**src/rtl/serial_memory_target.sv**
```systemverilog
// Far-end target for the serial shift-register memory bus: a NUM_WORDS x DATA_WIDTH
// shift chain with a parallel read-back port, a word-boundary strobe and a synchronous clear.
module serial_memory_target #(
    parameter int DATA_WIDTH    = 8,
    parameter int NUM_WORDS     = 4,
    parameter int ADDRESS_WIDTH = 4
) (
    input  logic                     clk,
    input  logic                     rst_n,
    input  logic                     ser_clk,
    input  logic                     ser_in,
    output logic                     ser_out,
    input  logic                     clr,
    input  logic                     rd_req,
    input  logic [ADDRESS_WIDTH-1:0] rd_addr,
    output logic                     rd_valid,
    output logic [DATA_WIDTH-1:0]    rd_data,
    output logic                     rd_err,
    output logic                     word_strobe,
    output logic [ADDRESS_WIDTH-1:0] word_count
);

    localparam int CNT_W = (DATA_WIDTH > 1) ? $clog2(DATA_WIDTH) : 1;
    localparam logic [CNT_W-1:0]         BIT_LAST      = CNT_W'(DATA_WIDTH - 1);
    localparam logic [ADDRESS_WIDTH-1:0] WORD_LAST     = ADDRESS_WIDTH'(NUM_WORDS - 1);
    localparam logic [ADDRESS_WIDTH:0]   NUM_WORDS_EXT = (ADDRESS_WIDTH + 1)'(NUM_WORDS);

    logic [DATA_WIDTH-1:0]    mem_q [NUM_WORDS];
    logic [DATA_WIDTH-1:0]    mem_d [NUM_WORDS];
    logic                     ser_clk_q, ser_clk_d;
    logic                     ser_out_q, ser_out_d;
    logic [CNT_W-1:0]         bit_cnt_q, bit_cnt_d;
    logic [ADDRESS_WIDTH-1:0] word_count_q, word_count_d;
    logic                     word_strobe_q, word_strobe_d;
    logic                     rd_valid_q, rd_valid_d;
    logic [DATA_WIDTH-1:0]    rd_data_q, rd_data_d;
    logic                     rd_err_q, rd_err_d;
    logic                     shift_en;
    logic                     rd_in_range;
    logic [DATA_WIDTH-1:0]    rd_sel;

    // ser_clk_q follows ser_clk unconditionally so a level held across clr never re-triggers.
    always_comb begin
        ser_clk_d     = ser_clk;
        shift_en      = ser_clk & ~ser_clk_q;
        mem_d         = mem_q;
        bit_cnt_d     = bit_cnt_q;
        word_count_d  = word_count_q;
        word_strobe_d = 1'b0;

        if (clr) begin
            for (int i = 0; i < NUM_WORDS; i++) begin
                mem_d[i] = '0;
            end
            bit_cnt_d    = '0;
            word_count_d = '0;
        end else if (shift_en) begin
            mem_d[0] = {ser_in, mem_q[0][DATA_WIDTH-1:1]};
            for (int i = 1; i < NUM_WORDS; i++) begin
                mem_d[i] = {mem_q[i-1][0], mem_q[i][DATA_WIDTH-1:1]};
            end
            if (bit_cnt_q == BIT_LAST) begin
                bit_cnt_d     = '0;
                word_strobe_d = 1'b1;
                word_count_d  = (word_count_q == WORD_LAST) ? '0 : word_count_q + 1'b1;
            end else begin
                bit_cnt_d = bit_cnt_q + 1'b1;
            end
        end

        // Registered from next storage so ser_out always mirrors the current tail bit.
        ser_out_d = mem_d[NUM_WORDS-1][0];
    end

    // Reads sample storage before this cycle's shift or clear takes effect.
    always_comb begin
        rd_sel = '0;
        for (int i = 0; i < NUM_WORDS; i++) begin
            if (rd_addr == ADDRESS_WIDTH'(i)) begin
                rd_sel = mem_q[i];
            end
        end
        rd_in_range = ({1'b0, rd_addr} < NUM_WORDS_EXT);
        rd_valid_d  = rd_req;
        rd_data_d   = rd_data_q;
        rd_err_d    = 1'b0;
        if (rd_req) begin
            rd_data_d = rd_in_range ? rd_sel : '0;
            rd_err_d  = ~rd_in_range;
        end
    end

    always_ff @(posedge clk or negedge rst_n) begin
        if (!rst_n) begin
            for (int i = 0; i < NUM_WORDS; i++) begin
                mem_q[i] <= '0;
            end
            ser_clk_q     <= 1'b0;
            ser_out_q     <= 1'b0;
            bit_cnt_q     <= '0;
            word_count_q  <= '0;
            word_strobe_q <= 1'b0;
            rd_valid_q    <= 1'b0;
            rd_data_q     <= '0;
            rd_err_q      <= 1'b0;
        end else begin
            mem_q         <= mem_d;
            ser_clk_q     <= ser_clk_d;
            ser_out_q     <= ser_out_d;
            bit_cnt_q     <= bit_cnt_d;
            word_count_q  <= word_count_d;
            word_strobe_q <= word_strobe_d;
            rd_valid_q    <= rd_valid_d;
            rd_data_q     <= rd_data_d;
            rd_err_q      <= rd_err_d;
        end
    end

    assign ser_out     = ser_out_q;
    assign rd_valid    = rd_valid_q;
    assign rd_data     = rd_data_q;
    assign rd_err      = rd_err_q;
    assign word_strobe = word_strobe_q;
    assign word_count  = word_count_q;

endmodule

```
**config.mk**
```make
export PLATFORM = sky130hd
export DESIGN_NAME = serial_memory_target
export DESIGN_NICKNAME = d
export VERILOG_FILES = /design/src/rtl/serial_memory_target.sv
export SDC_FILE = /design/constraint.sdc
export NUM_CORES = 1
export LEC_CHECK = 0
export ABC_AREA = 0
export CORE_ASPECT_RATIO = 1.25
export CORE_MARGIN = 2
export CORE_UTILIZATION = 59
export CTS_BUF_LIST = sky130_fd_sc_hd__clkbuf_16
export DETAILED_ROUTE_END_ITERATION = 12
export PLACE_DENSITY = 0.89
export SYNTH_ARGS = -nofsm -noshare
export SYNTH_HDL_FRONTEND = slang
export SYNTH_SLANG_ARGS = --single-unit
```
**constraint.sdc**
```tcl
create_clock -name clk -period 2.47 [get_ports clk]
set_input_delay 0.494 -clock clk [delete_from_list [all_inputs] [get_ports clk]]
set_output_delay 0.494 -clock clk [all_outputs]
set_load 0.01 [all_outputs]
```
# Word level (Yosys, flattened, before mapping)

Index checks and enable logic that the tools add are counted.

Bitwise operators: 3
Reduce and logical (&&, ||, !) cells: 4
Shift-type cells: 0
Equal/unequal tests: 5
Multiplexer cells: 18
Order comparisons: 1
Add/sub/neg operators: 2
Div/mod/pow operators: 0
Multipliers: 0

Operators with widths:

| kind                                                        | number |
|---|---|
| two-way mux 32 bit                                          | 2 |
| two-way mux 8 bit                                           | 5 |
| two-way mux 4 bit                                           | 4 |
| == test 4 x 2 -> 1 bit (second input constant)              | 3 |
| two-way mux 3 bit                                           | 3 |
| adder 4 x 1 -> 4 bit (second input constant)                | 1 |
| == test 4 x 1 -> 1 bit (second input constant)              | 1 |
| zero test 4 bit                                             | 1 |
| less-than comparator 4 x 3 -> 1 bit (second input constant) | 1 |
| two-way mux 1 bit                                           | 4 |
| nonzero test 2 bit                                          | 2 |
| adder 3 x 1 -> 3 bit (second input constant)                | 1 |
| == test 3 bit (second input constant)                       | 1 |
| inverter 1 bit                                              | 2 |
| AND reduction 2 bit                                         | 1 |
| AND 1 bit                                                   | 1 |

Memory bits (writable): 0
Bits in read-only memories: 0
Logic and storage cells: 45
Memories kept: 0
Latch bits: 0
Register bits: 51

# Longest topological paths before layout

Gate-level depths: netlist (run 1).

Word-level depth: 6
Mapped depth: 5
Gate-level depth less buffers: 5

# Worst setup path after synthesis (run 1)

OpenSTA, ideal clock, no wires.

Kind: input port to flip-flop
From: in rd_addr[0]
To: reg rd_data_q[1] (netlist: rd_data[1])
Stages on the path: 4
Setup slack: 1.002 ns
Arrival: 1.337 ns
Setup time: 0.131 ns
Data required time: 2.339 ns
Cell sequence: buf_6 or4b_4 o221ai_1 o22ai_1

Cells in the longest elaborated chain, start to end: 6

Ends and longest elaborated chain:

| element                         | line | source |
|---|---|---|
| start, declared                 | 15   | `input logic [ADDRESS_WIDTH-1:0] rd_addr,` |
| zero test 4 bit                 | 79   | `if (rd_addr == ADDRESS_WIDTH'(i)) begin` |
| two-way mux 8 bit (4 in series) | 79   |  |
| two-way mux 8 bit *             | 88   | `rd_data_d = rd_in_range ? rd_sel : '0;` |
| end signal, assigned            | 114  | `rd_data_q <= rd_data_d;` |
| end, declared                   | 36   | `logic [DATA_WIDTH-1:0] rd_data_q, rd_data_d;` |

Every way passes the cells marked *; elsewhere a longest branch is shown, timed or not.
A chain may end at the register's enable or synchronous reset.

# Final worst setup path (run 1)

From: in rd_addr[0]
To: reg rd_data_q[5] (netlist: rd_data[5])

Same word-level chain as after synthesis.

==> results of run 1 <==
-- layout by cell type, fill, tap and decap left out, types with 3 or more instances in the layout --
cell type / Yosys / layout
clkinv_2: 0 / 3
o221ai_1: 7 / 7
buf_4: 0 / 8
dfrtp_1: 51 / 51
o21ai_1: 3 / 3
clkbuf_16: 0 / 5
ha_1: 3 / 3
and2b_2: 5 / 5
inv_1: 9 / 9
clkdlybuf4s50_1: 0 / 24
a211oi_1: 7 / 7
nand2_1: 72 / 72
a21oi_1: 38 / 38
o22ai_1: 7 / 7
-- logic make-up after synthesis --
family,after synthesis,synth area share
compound gates,63,0.163
xor+xnor,1,0.00385
fa+ha+maj,3,0.0165
buf+inv,25,0.0494
flops,51,0.560
mux,1,0.00989
simple gates,93,0.197
-- power breakdown --
part	total [mW]	switching (mW)	internal, mW	leakage (nW)
registers	0.852	0.00622	0.846	0.703
logic	0.127	0.0762	0.0506	0.361
clock network	0.652	0.283	0.370	0.0733
total	1.63	0.365	1.27	1.14
-- metal layers --
layer	wire, um	part of all wire	global-route usage
met2	2200	0.49	0.357
met1	1950	0.43	0.309
met5	0	0	0
met4	148	0.033	0.116
met3	188	0.042	0.0563
-- state kept, by name, indices dropped and copies added, names as in the netlist --
register / cells
mem_q: 32
rd_valid: 1
rd_err: 1
bit_cnt_q: 3
word_strobe: 1
ser_clk_q: 1
word_count: 4
rd_data: 8
-- critical path: stages --
cell and delay, ns:
clkdlybuf4s50_1 0.58, or4b_4 0.56, o221ai_1 0.20, o22ai_1 0.11
-- worst paths after layout --
check                                   from       endpoint  slack [ns]  cells past startpoint
min in group clk                  rd_data[6]     rd_data[6]        0.51                      2
worst max-delay path              rd_addr[0]     rd_data[5]        0.69                      4
worst min register to register    rd_data[6]     rd_data[6]        0.51                      2
worst max register to register  bit_cnt_q[0]  word_count[2]        0.89                      5
max in group asynchronous              rst_n       rd_valid        1.47                      2
worst min-delay path                   rst_n  word_count[0]        0.34                      1
-- per-stage QoR --
step,setup slack (ns),hold slack (ns),instance area [um^2],power [mW]
detailed placement,0.389,0.509,2560,0.996
floorplan,1.00,0.198,2280,0.931
CTS,0.680,0.368,2700,1.64
global placement,0.432,0.498,2560,0.993
global route,0.597,0.415,2700,1.70
finish,0.685,0.336,2700,1.63
-- layout make-up --
type                       count  area (um^2)
clock buffer                   5          125
clock inverter                 3         15.0
sequential                    51         1280
fill                         285         1060
multi-input combinational    161          891
tap                           40         50.0
timing repair buffer          33          305
inverter                       9         33.8
==> impl_metrics.ini, run 1 <==
[worst_setup_path]
end_kind = register
path_max_fanout = 9
crit_type = primary input to register
crit_required_ns = 2.63
worstPathArrival_ns = 1.95
cp-start-kind = primary input

[synth]
synth_nets = 250
ys_ff_latch = 51
syn_area_per_cell_um2 = 9.61
yosysMostFrequentCell = nand2_1
synth_top_area_frac = 0.560
synthFlopType = dfrtp_1
synth-edff-count = 0
ys_top_cells_by_count = 72 x nand2_1, 51 x dfrtp_1, 38 x a21oi_1
synth_cell_types = 26
ys_warn_count = 0
ys_top_cells_by_area = dfrtp_1 56%, nand2_1 12%, a21oi_1 8.4%
syn_inst = 237
synthArstFlopShare = 1.00
ys_seq_area_frac = 0.560
synth_top_area_cell = dfrtp_1
netlist_area_mm2 = 0.00228

[global_route]
grt_max_degree = 43
grt_pass1_vias = 1630
grt_overflow = 0
grt_pass1_wl_um = 7580
antenna_found_initial = 0
grt_usage = 0.233

[sta]
setup_viol = 0
rsz0062_at_grt = no
max_clock_freq_mhz = 560
tns_ns = 0
post-route-period-util = 0.723
slew_viol_final = 0
min_period_ns = 1.78
skew_ns = 0.00408
hold_viol_final = 0
worstMarginPinSlew_ns = 0.898
max_slew_margin = 0.401

[drt]
routed_wl_um = 4480
num_vias = 1774
viasPerCell = 5.87
drc = 0
drt-pass1-iter-count = 4
wl_per_cell_um = 14.8
drt_iter0_drc = 76
postRouteAntennaNets = 0

[hold_path]
min_path_type = primary input to asynchronous set/reset pin

[clock_tree]
root_buffer = clkbuf_16
htreeDepth = 2
clkSinkCount = 51
ctsHoldBuffers = 0
clk_pin_slew_worst_paths_ns = 0.06
cts_resized = 0
clk_path_buf_depth = 2
numCtsBuffers = 5
cts_setup_buffers = 0
clk_latency_ns = 0.29
cts_tree = yes

[power_and_ir_drop]
p_leak_nw = 1.14
vdd_ir_drop_max_uv = 586
power_density_mw_per_mm2 = 605

[floorplan]
io_pins = 26
die-area_mm2 = 0.00438
core-area_mm2 = 0.00375
fp-row-count = 25
start_util = 0.607
die_w_um = 59.6
die_h_um = 73.5

[place]
dp.cells = 294
gp_congestion = 0.826
dpl.hpwl_um = 3100
numPortBuffers = 25

[layout]
area_growth_syn_to_layout_pct = 18.4
nets = 274
drive_above_1_share = 0.103
layoutNonFillerInstCount = 302
diodes = 0
final_util = 0.718

[run_status]
outcome = finished clean

[flow_run]
maxCapViolations = 0
Note: power is estimated with default switching activity, not from simulation.
==> run 2: changes to the inputs <==
--- a/config.mk
+++ b/config.mk
@@ -8,10 +8,10 @@
 export ABC_AREA = 0
 export CORE_ASPECT_RATIO = 1.25
 export CORE_MARGIN = 2
-export CORE_UTILIZATION = 59
+export CORE_UTILIZATION = 55
 export CTS_BUF_LIST = sky130_fd_sc_hd__clkbuf_16
 export DETAILED_ROUTE_END_ITERATION = 12
-export PLACE_DENSITY = 0.89
+export PLACE_DENSITY = 0.84
 export SYNTH_ARGS = -nofsm -noshare
 export SYNTH_HDL_FRONTEND = slang
 export SYNTH_SLANG_ARGS = --single-unit
==> constraint.sdc (replaced) <==
create_clock -name clk -period 1.8 [get_ports clk]
set_input_delay 0.36 -clock clk [delete_from_list [all_inputs] [get_ports clk]]
set_output_delay 0.36 -clock clk [all_outputs]
set_load 0.01 [all_outputs]
==> run 2 against run 1 <==
Effect of this change:
- total power increased by 37%
- final area increased by 2.8%
- critical path depth decreased by 3
- register-to-register slack got worse by 0.71 ns
- final cell count increased by 6.0%
- flip-flop and latch count unchanged
- wire length increased by 12%
- die area increased by 6.8%
- clock-buffer cell count unchanged
- worst setup slack got worse by 0.53 ns
- clock power increased by 33%
- worst hold slack got worse by 0.28 ns
- largest power group unchanged
- highest routed layer unchanged
==> impl_metrics.ini, run 2 (synthesis gave the netlist of run 1 again) <==
[run_status]
outcome = finished clean

[place]
numPortBuffers = 25
dpl.hpwl_um = 3260
preCtsSetupSlack_ns = -0.0533
gp_congestion = 0.844

[floorplan]
die_w_um = 61.6
io_pins = 26
fp-row-count = 26
core-area_mm2 = 0.00403
die-area_mm2 = 0.00467
start_util = 0.565
die_h_um = 75.9

[clock_tree]
clk_latency_ns = 0.28
htreeDepth = 2
numCtsBuffers = 5
cts_resized = 0
cts_setup_buffers = 0
clk_path_buf_depth = 2
root_buffer = clkbuf_16
clk_pin_slew_worst_paths_ns = 0.06
clkSinkCount = 51
cts_tree = yes
ctsHoldBuffers = 0

[power_and_ir_drop]
combPwrFrac = 0.088
power_density_mw_per_mm2 = 806
p_switching_mw = 0.495
swShare = 0.221
vdd_ir_drop_max_uv = 453
internal_power_mw = 1.74
p_clk_frac = 0.388
power_mw = 2.23
p_leak_nw = 1.16
power_frac_seq = 0.524

[layout]
layout_common_cells = 72 x nand2_1, 51 x dfrtp_1, 38 x a21oi_1
area_growth_syn_to_layout_pct = 21.8
final_common_cell = nand2_1
largest_reg_flops = 32
diodes = 0
max_flop_register = mem_q
drive_above_1_share = 0.106
final_util = 0.687
fillerInstances = 341
nets = 278

[worst_setup_path]
max_stage_delay_ns = 0.57
crit_required_ns = 1.44
end_kind = output port
worst-path-buf-inv = 1
worstPathArrival_ns = 1.28
path_max_fanout = 4
crit_type = register to output port
worstPathCellList = clkdlybuf4s50_1
cp-startpoint = word_count[0]
reg2reg_from = bit_cnt_q[0]
cp-start-kind = register
critPathSlowestCell = clkdlybuf4s50_1
cpLargestDelayFamily = buffers and inverters
reg2reg_slack_ns = 0.18

[drt]
num_vias = 1826
viasPerCell = 5.71
drt_iter0_drc = 125
postRouteAntennaNets = 0
drc = 0
routed_wl_um = 5010
wl_per_cell_um = 15.7
drt-pass1-iter-count = 4

[sta]
max_clock_freq_mhz = 610
rsz0062_at_grt = no
setup_ws_ns = 0.159
tns_ns = 0
hold_ws_ns = 0.0527
setup_viol = 0
skew_ns = 0.00292
worstMarginPinSlew_ns = 0.387
max_slew_margin = 0.742
slew_viol_final = 0
hold_viol_final = 0
post-route-period-util = 0.911
min_period_ns = 1.64

[global_route]
grt_pass1_wl_um = 8510
antenna_found_initial = 0
grt_usage = 0.244
grt_overflow = 0
grt_pass1_vias = 1806
grt_max_degree = 52

[flow_run]
maxCapViolations = 0

[hold_path]
min_path_type = primary input to asynchronous set/reset pin
==> run 2: final cells by class <==
type	instances	area, um^2	share of cell area
clock buffer	5	125	0.0451
clock inverter	1	3.75	0.00135
inverter	9	33.8	0.0122
multi-input combinational	161	891	0.321
sequential	51	1280	0.460
tap	56	70.1	0.0253
timing repair buffer	37	373	0.134
==> run 2: metal layers <==
metal	up-vias	routed length, um	part of all wire	track usage
li1	858	-	-	-
met1	893	2080	0.42	0.311
met2	62	2580	0.51	0.386
met3	13	239	0.048	0.0597
met4	0	115	0.023	0.100
met5	-	0	0	0
==> run 2: stage by stage <==
step | instances | instance area, um^2
6_report | 320 | 2770
5_1_grt | 320 | 2770
4_1_cts | 320 | 2770
3_5_place_dp | 314 | 2640
3_3_place_gp | 314 | 2640
2_1_floorplan | 237 | 2280
==> run 2: worst reg2reg max path, cell delays in order, from the launching register on <==
cell      delay, ns
dfrtp_1        0.37
ha_1           0.16
ha_1           0.25
nand3b_4       0.14
or4b_1         0.49
a21oi_1        0.15
==> run 2: worst paths after layout <==
check | end | depth (start not counted)
max | word_count[0] | 1
min reg2reg | rd_data[6] | 2
max in group asynchronous | mem_q[21] | 2
max reg2reg | word_count[2] | 5
min in group clk | rd_data[6] | 2
min | word_strobe | 2
==> run 2: power by group through the flow <==
stage	clock, mW	sequential (mW)	combinational [mW]
4_1_cts	0.875	1.17	0.198
2_1_floorplan	0	1.20	0.0825
6_report	0.867	1.17	0.197
3_3_place_gp	0	1.19	0.194
5_1_grt	0.920	1.17	0.215
3_5_place_dp	0	1.19	0.197
